### src/rtl/bram_port_arbiter.sv
// Front end for one single-port read-first BRAM: zeroing sweep after reset/flush,
// then round-robin arbitration between two requesters with a latency-matched response path.
module bram_port_arbiter #(
    parameter int RAM_WIDTH  = 32,
    parameter int RAM_DEPTH  = 256,
    parameter int ADDR_WIDTH = 8,
    parameter int RD_LATENCY = 1
) (
    input  logic                  clka,
    input  logic                  rsta,

    input  logic                  flush_req,
    output logic                  busy,
    output logic                  clear_done,

    input  logic                  req0_valid,
    input  logic                  req0_we,
    input  logic [ADDR_WIDTH-1:0] req0_addr,
    input  logic [RAM_WIDTH-1:0]  req0_wdata,
    output logic                  req0_ready,
    output logic                  rsp0_valid,
    output logic [RAM_WIDTH-1:0]  rsp0_rdata,

    input  logic                  req1_valid,
    input  logic                  req1_we,
    input  logic [ADDR_WIDTH-1:0] req1_addr,
    input  logic [RAM_WIDTH-1:0]  req1_wdata,
    output logic                  req1_ready,
    output logic                  rsp1_valid,
    output logic [RAM_WIDTH-1:0]  rsp1_rdata,

    output logic [ADDR_WIDTH-1:0] ram_addr,
    output logic [RAM_WIDTH-1:0]  ram_din,
    output logic                  ram_we,
    output logic                  ram_en,
    output logic                  ram_rst,
    output logic                  ram_regce,
    input  logic [RAM_WIDTH-1:0]  ram_dout
);

    typedef enum logic {
        ST_CLEAR = 1'b0,
        ST_READY = 1'b1
    } state_t;

    localparam logic [ADDR_WIDTH-1:0] LAST_ADDR = ADDR_WIDTH'(RAM_DEPTH - 1);

    state_t                  state;
    logic [ADDR_WIDTH-1:0]   sweep_cnt;
    logic [ADDR_WIDTH-1:0]   sweep_cnt_nxt;
    logic                    last_grant;
    logic                    busy_q;
    logic                    clear_done_q;
    logic                    grant0;
    logic                    grant1;

    logic                    vld_p0;
    logic                    vld_p1;
    logic                    id_p0;
    logic                    id_p1;
    logic                    vld_out;
    logic                    id_out;

    assign sweep_cnt_nxt = sweep_cnt + 1'b1;

    // Round-robin: with both requesting, the one not served last wins.
    always_comb begin
        grant0 = 1'b0;
        grant1 = 1'b0;
        if (state == ST_READY && !flush_req) begin
            if (req0_valid && (!req1_valid || last_grant)) begin
                grant0 = 1'b1;
            end else if (req1_valid) begin
                grant1 = 1'b1;
            end
        end
    end

    always_ff @(posedge clka or posedge rsta) begin
        if (rsta) begin
            state        <= ST_CLEAR;
            sweep_cnt    <= '0;
            last_grant   <= 1'b1;
            busy_q       <= 1'b1;
            clear_done_q <= (LAST_ADDR == '0);
        end else begin
            case (state)
                ST_CLEAR: begin
                    if (sweep_cnt == LAST_ADDR) begin
                        state        <= ST_READY;
                        sweep_cnt    <= '0;
                        busy_q       <= 1'b0;
                        clear_done_q <= 1'b0;
                    end else begin
                        sweep_cnt    <= sweep_cnt_nxt;
                        clear_done_q <= (sweep_cnt_nxt == LAST_ADDR);
                    end
                end
                ST_READY: begin
                    if (flush_req) begin
                        state        <= ST_CLEAR;
                        sweep_cnt    <= '0;
                        busy_q       <= 1'b1;
                        clear_done_q <= (LAST_ADDR == '0);
                    end else if (grant0 || grant1) begin
                        last_grant <= grant1;
                    end
                end
                default: begin
                    state <= ST_CLEAR;
                end
            endcase
        end
    end

    assign busy       = busy_q;
    assign clear_done = clear_done_q;
    assign req0_ready = grant0;
    assign req1_ready = grant1;

    // Idle cycles keep address/data parked on requester 0 to limit toggling.
    always_comb begin
        ram_en   = 1'b1;
        ram_we   = 1'b1;
        ram_addr = sweep_cnt;
        ram_din  = '0;
        if (state == ST_READY) begin
            ram_en   = grant0 | grant1;
            ram_we   = grant1 ? req1_we : (grant0 & req0_we);
            ram_addr = grant1 ? req1_addr : req0_addr;
            ram_din  = grant1 ? req1_wdata : req0_wdata;
        end
    end

    assign ram_rst   = 1'b0;
    assign ram_regce = 1'b1;

    // Stage p0: grant captured alongside the BRAM address register.
    always_ff @(posedge clka or posedge rsta) begin
        if (rsta) begin
            vld_p0 <= 1'b0;
            vld_p1 <= 1'b0;
        end else begin
            vld_p0 <= grant0 | grant1;
            vld_p1 <= vld_p0;
        end
    end

    // Stage p1: only used to match the BRAM output register.
    always_ff @(posedge clka) begin
        id_p0 <= grant1;
        id_p1 <= id_p0;
    end

    assign vld_out = (RD_LATENCY == 2) ? vld_p1 : vld_p0;
    assign id_out  = (RD_LATENCY == 2) ? id_p1  : id_p0;

    assign rsp0_valid = vld_out & ~id_out;
    assign rsp1_valid = vld_out &  id_out;
    assign rsp0_rdata = ram_dout;
    assign rsp1_rdata = ram_dout;

endmodule
### config.mk
export PLATFORM = sky130hd
export DESIGN_NAME = bram_port_arbiter
export DESIGN_NICKNAME = d
export VERILOG_FILES = /design/src/rtl/bram_port_arbiter.sv
export SDC_FILE = /design/constraint.sdc
export NUM_CORES = 1
export LEC_CHECK = 0
export CAP_MARGIN = 15
export CORE_MARGIN = 4
export CORE_UTILIZATION = 29
export CTS_BUF_LIST = sky130_fd_sc_hd__clkbuf_8 sky130_fd_sc_hd__clkbuf_16
export CTS_CLUSTER_DIAMETER = 150
export DETAILED_ROUTE_END_ITERATION = 7
export PLACE_DENSITY_LB_ADDON = 0.12
export SLEW_MARGIN = 20
export SYNTH_ARGS = -nofsm -noshare
export SYNTH_HDL_FRONTEND = slang
export SYNTH_SLANG_ARGS = --single-unit
### constraint.sdc
create_clock -name clka -period 2.9 [get_ports clka]
set_input_delay 0.58 -clock clka [delete_from_list [all_inputs] [get_ports clka]]
set_output_delay 0.58 -clock clka [all_outputs]
set_load 0.005 [all_outputs]
==> results.ini <==
[run_status]
outcome=finished, final reports clean

[clocking]
clk_latency_ns=0.25
clock-sinks=14
cts.path.max_buffers=2
cts_root_buf=clkbuf_8
path_clk_slew_ns=0.06
htreeDepth=1
cts_buffers=3
cts_tree=yes

[timing]
setup_violations=0
skew_ns=0.00737
slew_violations=0
slew_headroom=0.654
max_slew.worst_pin.slew_ns=0.518
finalHoldViolCount=0
fmax_mhz=352
post-route-period-util=0.979
fin_crit_ns=2.84
fin_tns_setup_ns=0
rsz0062_at_grt=false
hold_ws_ns=0.511

[cells_and_area]
finalNetCount=486
final_cell_mix=clkdlybuf4s50_1 (122), nand2_1 (92), nand3_1 (35), nor2_1 (14)
flow.area_growth_from_synthesis_pct=57.4
nFillCells=642
ff_latch_area_um2=349
multi_input_area_um2=977
final_layout_size_suffix_gt1_frac=0.0659
final_common_cell=clkdlybuf4s50_1
design_area_um2=3040
instances_no_fill=441
finish.utilization=0.474
n_antenna_cell=0

[place]
place.gp.congestion=0.730
port_buffers=134
placed_cell_area_um2=2890
hpwl_um=5650
placed_cells=434

[floorplan]
die_w_um=89.6
chipHeight_um=89.6
rows=29
io_pins=233
dieArea_um2=8030
core_area_um2=6420
start_util=0.301

[yosys]
yosysSeqAreaShare=0.180
synth_area_per_cell_um2=6.44
synth.area.mux_share=0.00518
synthArstFlopShare=0.929
synth_edf_count=0
ys_warn_count=0
ys_types=41
synth_top_area_share=0.268
synth_top_family_by_area=simple AND/OR/NAND/NOR gates
syn_nets=421
synth-compound-area-share=0.120
synth-simple-area-share=0.354
yosys_register_bits=14
synthCells=300
yosysTopAreaCell=buf_4
synth_area_leaders=buf_4 (27%), nand2_1 (18%), dfrtp_1 (14%), nand3_1 (9.1%), a31oi_1 (3.2%)
synth_fa_ha_area_frac=0.0130
synthXorXnorAreaFrac=0.00453
synthFlopType=dfrtp_1
mappedNetlistArea_um2=1930

[critical_path]
crit_arrival_ns=2.26
reg2reg_from=sweep_cnt[0]
path_class=in2out
r2r_setup_slack_ns=1.06
cp_data_required_time_ns=2.32
start_kind=input port
r2r.worst_path.cells=5
crit_fanout=11
r2r_end=sweep_cnt[3]
cp-end-kind=primary output

[flow_run]
drv_cap=0

[global_routing]
grt_antenna_before_repair=0
track_usage=0.161
grt_max_degree=62
grt_overflow_total=0
grt_pass1_vias=1884
grt_pass1_wl_um=9980

[pwr]
ir_drop_mv=0.110
p_leak_nw=1.44
p_per_area_nw_per_um2=314

[detailed_routing]
drc=0
drt_iter0_drc=138
drt-pass1-iter-count=4
wl_um=7400
vias_per_cell=4.78
drt-wirelength-per-cell_um=16.8
num_vias=2108
ant_nets=0

[hold_path]
hp-class=reg2reg
min_path_cells=2
hold_start=busy
whs_endpoint=busy

[power breakdown]
part	total [mW]	leakage, nW	internal, mW	switching, mW
sequential	0.361	0.167	0.247	0.113
combinational	0.429	1.24	0.281	0.148
clock	0.164	0.0269	0.0936	0.0701
total	0.954	1.44	0.622	0.331
[how the worst max path moves through the flow]
stage	endpoint	from	slack [ns]
finish	ram_din[23]	req0_valid	0.06
floorplan	ram_addr[0]	flush_req	1.09
global route	ram_din[27]	req0_valid	0.003
CTS	ram_addr[3]	req0_valid	0.02
detailed placement	ram_addr[2]	flush_req	-0.05
global placement	ram_din[19]	flush_req	-0.01
[registers in the layout (all words and copies together) (netlist names)]
name        flops
sweep_cnt       8
last_grant      1
vld_out         1
id_out          1
busy            1
state           1
clear_done      1
[cells by family after synthesis]
logic type      after synthesis
xor+xnor                      1
buf+inv                      91
simple gates                156
fa+ha+maj                     2
compound gates               33
flops                        14
other cells                   2
mux                           1
[critical path, cell delays in order]
cell and delay (ns):
clkdlybuf4s50_1 0.44, nand2_2 0.10, nand3_4 0.11, inv_6 0.11
bufbuf_16 0.27, nand2_1 0.06, nand2_1 0.07, clkdlybuf4s50_1 0.53
[cell usage after synthesis, types with 3 or more instances]
cell type / n
a22o_1: 3
buf_4: 69
o21ai_0: 6
nand3_1: 35
inv_1: 4
nor2_1: 14
nand2_1: 93
dfrtp_1: 11
clkbuf_1: 6
buf_2: 7
nand4_1: 3
a31oi_1: 10
buf_1: 3
a21oi_1: 3
[metrics by stage]
step	setup slack [ns]	power (mW)
final	0.0606	0.954
after global routing	0.00323	1.02
after CTS	0.0211	0.963
after detailed placement	-0.0521	0.804
after global placement	-0.0150	0.801
after floorplan	1.09	0.613
[what timing repair did]
action	CTS	global route
hold buffers	0	0
gates cloned	1	1
buffers inserted	0	1
gates resized for setup	5	12
pin swaps	0	1
endpoints found under the setup margin	11	10
[layout make-up]
class,instances,share of cell area
timing repair buffer,146,0.510
clock buffer,3,0.0136
multi-input combinational,195,0.321
inverter,5,0.00782
sequential,14,0.115
tap,77,0.0317
clock inverter,1,0.00123
[per-layer routing]
metal,vias up,track usage,routed length [um]
met4,0,0.0406,70
met3,6,0.0557,626
met2,96,0.285,3940
li1,1047,-,-
met5,-,0,0
met1,959,0.185,2760
(Power assumes the default switching activity.)
